## src/rtl/fifo_rd_stream_adapter_pkg.sv

```systemverilog
// Local constants shared by the FIFO read-side stream adapter and its output buffer.
package fifo_rd_stream_adapter_pkg;
  localparam int BUF_DEPTH = 3;
  localparam int CNT_W     = 2;
  localparam int BEAT_W    = 16;
endpackage

```

## src/rtl/fifo_rd_stream_adapter_stream_buf3.sv

```systemverilog
// Three-entry register FIFO; entry 0 is always the head so the output needs no read mux.
module stream_buf3
  import fifo_rd_stream_adapter_pkg::*;
#(
  parameter int DATA_WIDTH = 8
) (
  input  logic                  clk,
  input  logic                  rst,
  input  logic                  push,
  input  logic [DATA_WIDTH-1:0] push_data,
  input  logic                  pop,
  output logic [DATA_WIDTH-1:0] head_data,
  output logic [CNT_W-1:0]      count
);

  logic [DATA_WIDTH-1:0] mem [BUF_DEPTH];
  logic [CNT_W-1:0]      cnt_q;
  logic [CNT_W-1:0]      wr_idx;

  // A simultaneous pop shifts everything down one slot, so the new tail lands one lower.
  always_comb wr_idx = pop ? cnt_q - 2'd1 : cnt_q;

  always_ff @(posedge clk or posedge rst) begin
    if (rst) begin
      cnt_q <= '0;
      for (int i = 0; i < BUF_DEPTH; i++) mem[i] <= '0;
    end else begin
      if (pop) begin
        for (int i = 0; i < BUF_DEPTH - 1; i++) mem[i] <= mem[i+1];
      end
      if (push && (wr_idx < CNT_W'(BUF_DEPTH))) mem[wr_idx] <= push_data;
      cnt_q <= cnt_q + CNT_W'(push) - CNT_W'(pop);
    end
  end

  assign head_data = mem[0];
  assign count     = cnt_q;

endmodule

```

## src/rtl/fifo_rd_stream_adapter.sv

```systemverilog
// Turns the registered-read FIFO interface into a full-rate valid/ready stream with burst-last marking.
module fifo_rd_stream_adapter
  import fifo_rd_stream_adapter_pkg::*;
#(
  parameter int DATA_WIDTH = 8,
  parameter int BURST_LEN  = 16
) (
  input  logic                  CLK,
  input  logic                  RST,
  output logic                  FIFO_RD_EN,
  input  logic [DATA_WIDTH-1:0] FIFO_RD_DATA,
  input  logic                  FIFO_RD_EMPTY,
  output logic                  M_VALID,
  input  logic                  M_READY,
  output logic [DATA_WIDTH-1:0] M_DATA,
  output logic                  M_LAST,
  output logic [1:0]            BUF_CNT
);

  localparam logic [BEAT_W-1:0] LAST_BEAT = BEAT_W'(BURST_LEN - 1);

  logic              run_q;
  logic              pend_q;
  logic [BEAT_W-1:0] beat_q;
  logic [CNT_W-1:0]  cnt;
  logic [2:0]        committed;
  logic              pop;

  // Issue only when the buffer can absorb this read on top of any read already in flight;
  // depends on registers and the empty flag alone, never on M_READY.
  assign committed  = {1'b0, cnt} + {2'b00, pend_q};
  assign FIFO_RD_EN = run_q & ~FIFO_RD_EMPTY & (committed <= 3'd2);

  assign M_VALID = (cnt != '0);
  assign pop     = M_VALID & M_READY;
  assign M_LAST  = M_VALID & (beat_q == LAST_BEAT);
  assign BUF_CNT = cnt;

  always_ff @(posedge CLK or posedge RST) begin
    if (RST) begin
      run_q  <= 1'b0;
      pend_q <= 1'b0;
      beat_q <= '0;
    end else begin
      run_q  <= 1'b1;
      pend_q <= FIFO_RD_EN;
      if (pop) beat_q <= (beat_q == LAST_BEAT) ? '0 : beat_q + 16'd1;
    end
  end

  stream_buf3 #(
    .DATA_WIDTH(DATA_WIDTH)
  ) u_buf (
    .clk      (CLK),
    .rst      (RST),
    .push     (pend_q),
    .push_data(FIFO_RD_DATA),
    .pop      (pop),
    .head_data(M_DATA),
    .count    (cnt)
  );

endmodule

```

## config.mk

```make
export PLATFORM = sky130hd
export DESIGN_NAME = fifo_rd_stream_adapter
export DESIGN_NICKNAME = d
export VERILOG_FILES = /design/src/rtl/fifo_rd_stream_adapter_pkg.sv /design/src/rtl/fifo_rd_stream_adapter_stream_buf3.sv /design/src/rtl/fifo_rd_stream_adapter.sv
export SDC_FILE = /design/constraint.sdc
export NUM_CORES = 1
export LEC_CHECK = 0
export CAP_MARGIN = 15
export CORE_MARGIN = 3
export CORE_UTILIZATION = 55
export CTS_CLUSTER_SIZE = 10
export DETAILED_ROUTE_END_ITERATION = 12
export GPL_TIMING_DRIVEN = 0
export PLACE_DENSITY = 0.87
export REMOVE_ABC_BUFFERS = 1
export SLEW_MARGIN = 20
export SYNTH_ARGS = -nofsm -noshare
export SYNTH_HDL_FRONTEND = slang
export SYNTH_SLANG_ARGS = --single-unit
export TNS_END_PERCENT = 100
```

## constraint.sdc

```tcl
create_clock -name CLK -period 2.3 [get_ports CLK]
set_input_delay 0.69 -clock CLK [delete_from_list [all_inputs] [get_ports CLK]]
set_output_delay 0.69 -clock CLK [all_outputs]
set_load 0.005 [all_outputs]
```

==> impl_metrics.env <==
export IMPL_setup_viol=0
export IMPL_synth_seq_cells=44
export IMPL_firstDrtPassIters=4
export IMPL_yosysSeqAreaShare_pct=49.5
export IMPL_yosysWarnings=0
export IMPL_antenna_found_initial=0
export IMPL_whs_ns=0.516
export IMPL_coreArea_sq_um=3770
export IMPL_period_needed_ns=2.27
export IMPL_fin_crit_sh_pct=98.7
export IMPL_dr_wl_met2_microns=2310
export IMPL_critPathKind="flip-flop to output port"
export IMPL_drv_slew=0
export IMPL_drtAntennaViolNets=0
export IMPL_cp_required_ns=1.61
export IMPL_post_drt_wl_per_cell_microns=15.4
export IMPL_grt_first_pass_wirelength_microns=7220
export IMPL_rsz0062_at_grt="yes"
export IMPL_power_leakage_nw=1.26
export IMPL_clock_fmax_ghz=0.441
export IMPL_hold_viol=0
export IMPL_syn_inst=210
export IMPL_first_iter_violations=140
export IMPL_synth_area_sq_um=2220
export IMPL_initial_core_util_pct=59.0
export IMPL_grt_pass1_vias=1564
export IMPL_pin_count=25
export IMPL_path_buf_inv=1
export IMPL_maxUsedRoutingLayer="met4"
export IMPL_row_count=22
export IMPL_cpPeakStageDelay_ns=0.42
export IMPL_clk_pin_slew_ns=0.08
export IMPL_hp_class="flip-flop to flip-flop"
export IMPL_place_gp_congestion=0.812
export IMPL_portBuffers=24
export IMPL_cts_inserted_buffers=5
export IMPL_cp_end_kind="output port"
export IMPL_setup_ws_ns=0.0307
export IMPL_die_h_microns=69.6
export IMPL_cp_top_family="simple AND/OR/NAND/NOR gates"
export IMPL_place_ws_ns=-0.629
export IMPL_vdd_ir_drop_max_uv=681
export IMPL_run_status="completed"
export IMPL_vias_per_cell=5.49
export IMPL_cts_max_level=2
export IMPL_grt_util_all_layers_pct=18.8
export IMPL_wl_met1_microns=1850
export IMPL_clock_latency_ns=0.29
export IMPL_clkSinkCount=44
export IMPL_grt_max_degree=30
export IMPL_skew_ns=0.00311
export IMPL_nNetsFinal=258
export IMPL_die_w_microns=69.6
export IMPL_layout_commonest_cell="nand2_1"
export IMPL_dr_wl_met3_microns=202
export IMPL_final_cell_mix="nand2_1, dfrtp_1, mux2_2"
export IMPL_cts_tree="built"
export IMPL_wirelength_microns=4430
export IMPL_cts_root_buf="clkbuf_8"
export IMPL_startpoint_type="flip-flop"
export IMPL_cp_data_arrival_time_ns=1.58
export IMPL_critPathSlowestCell="dfrtp_1"
export IMPL_yosysUniqueCellTypes=32
export IMPL_grt_overflow_total=0
export IMPL_power_density_nw_per_um2=1130
export IMPL_clk_path_buf_depth=2
export IMPL_layout_drive_gt1_share_pct=27.9
export IMPL_cp_max_fo=2
export IMPL_synth_avg_cell_area_sq_um=10.6
export IMPL_drcViolationCount=0
export IMPL_syn_to_final_growth_pct=21.5
export IMPL_diodes=0
export IMPL_tns_ns=0
export IMPL_vias=1582
export IMPL_crit_chain="nor4_2 -> nand3_1 -> nor3_1 -> clkdlybuf4s15_1"
export IMPL_dieArea_sq_um=4840
export IMPL_cap_violations=0
export IMPL_hpwlAfterDp_microns=2720
==> repair_timing <==
action / 4_1_cts / 5_1_grt
pin swaps: 2 / 6
setup buffers: 8 / 2
hold buffers: 0 / 0
resized for setup: 12 / 15
hold endpoints to repair: 0 / 0
setup endpoints to repair: 29 / 3
==> power breakdown <==
part	switching (W)	total, W	internal (W)
clock	0.000245	0.000452	0.000207
combinational	0.000597	0.00133	0.000730
sequential	0.000219	0.00127	0.00105
total	0.00106	0.00305	0.00199
==> cells in the mapped netlist <==
cell       n  area share, %
nor2_1     7            1.2
ha_1       6            3.4
xnor2_1   11            4.3
nand3_1    5            1.1
o21ai_4    3            2.2
nand4_1    4            1.1
xor2_1     4            1.6
nor3_2     1           0.45
mux2_2    23             12
buf_6      1           0.51
nor3b_1    2           0.67
nor4_1     3           0.84
buf_4      8            2.7
clkbuf_1   1           0.17
o21ai_0    3           0.67
nand2b_4   1           0.62
buf_2      3           0.67
nor3_1     6            1.3
nand2_1   54            9.1
or2_2      1           0.28
conb_1     1           0.17
a21oi_1    1           0.22
nand4b_1   1           0.39
and3_1     3           0.84
and4_1     2           0.79
mux2_4     1           0.67
dfrtp_1   44             49
nor2b_1    1           0.28
a21o_1     1           0.34
o211ai_1   1           0.34
and3_4     2            1.0
inv_1      5           0.84
==> routing by layer <==
| layer | vias to the layer above | track usage, % |
|---|---|---|
| met5 | - | 0 |
| met4 | 0 | 8.24 |
| met3 | 6 | 4.64 |
| met2 | 35 | 31.8 |
| met1 | 788 | 22.8 |
| li1 | 753 | - |
==> cells by family (layout without fill, tap and decap cells) <==
group / after synthesis / in the layout / synth area share (%)
fa+ha+maj: 6 / 6 / 3.37
mux: 24 / 24 / 12.3
other cells: 1 / 1 / 0.169
simple gates: 93 / 93 / 20.1
flops: 44 / 44 / 49.5
compound gates: 9 / 9 / 3.77
buf+inv: 18 / 48 / 4.89
xor+xnor: 15 / 15 / 5.91
==> layout make-up <==
type | instances | area, sq um
clock buffers | 6 | 72.6
repair buffers | 36 | 348
inverters | 5 | 22.5
flip-flops and latches | 44 | 1110
well taps | 48 | 60.1
multi-input cells | 148 | 1090
fillers | 239 | 1070
clock inverters | 1 | 5.00
==> through the flow <==
step | std cells | area (sq um) | power [W] | util, %
floorplan | 197 | 2130 | 0.00200 | -
global placement | 269 | 2430 | 0.00233 | 64.6
detailed placement | 271 | 2470 | 0.00240 | 65.5
CTS | 286 | 2640 | 0.00298 | 70.0
global route | 288 | 2700 | 0.00325 | 71.7
finish | 288 | 2700 | 0.00305 | 71.7
==> worst reg2reg max path, cell delays in order, from the launching register on <==
cell and delay, ns:
dfrtp_2 0.44, buf_6 0.14, clkinvlp_4 0.09, ha_4 0.17, nand2b_4 0.29, nor3_1 0.13, o21ai_4 0.31, mux2_2 0.39
==> worst paths after layout <==
check | slack [ns] | to | from | cells after the start
max in group asynchronous | 1.16 | u_buf.count[1] | RST | 3
worst max register to register | 0.23 | flip-flop | u_buf.count[0] | 7
worst min-delay path | 0.52 | flip-flop | flip-flop | 1
worst max-delay path | 0.03 | M_LAST | beat_q[15] | 4
min in group asynchronous | 0.68 | beat_q[13] | RST | 2
worst min register to register | 0.52 | flip-flop | flip-flop | 1
(Power assumes the default switching activity.)
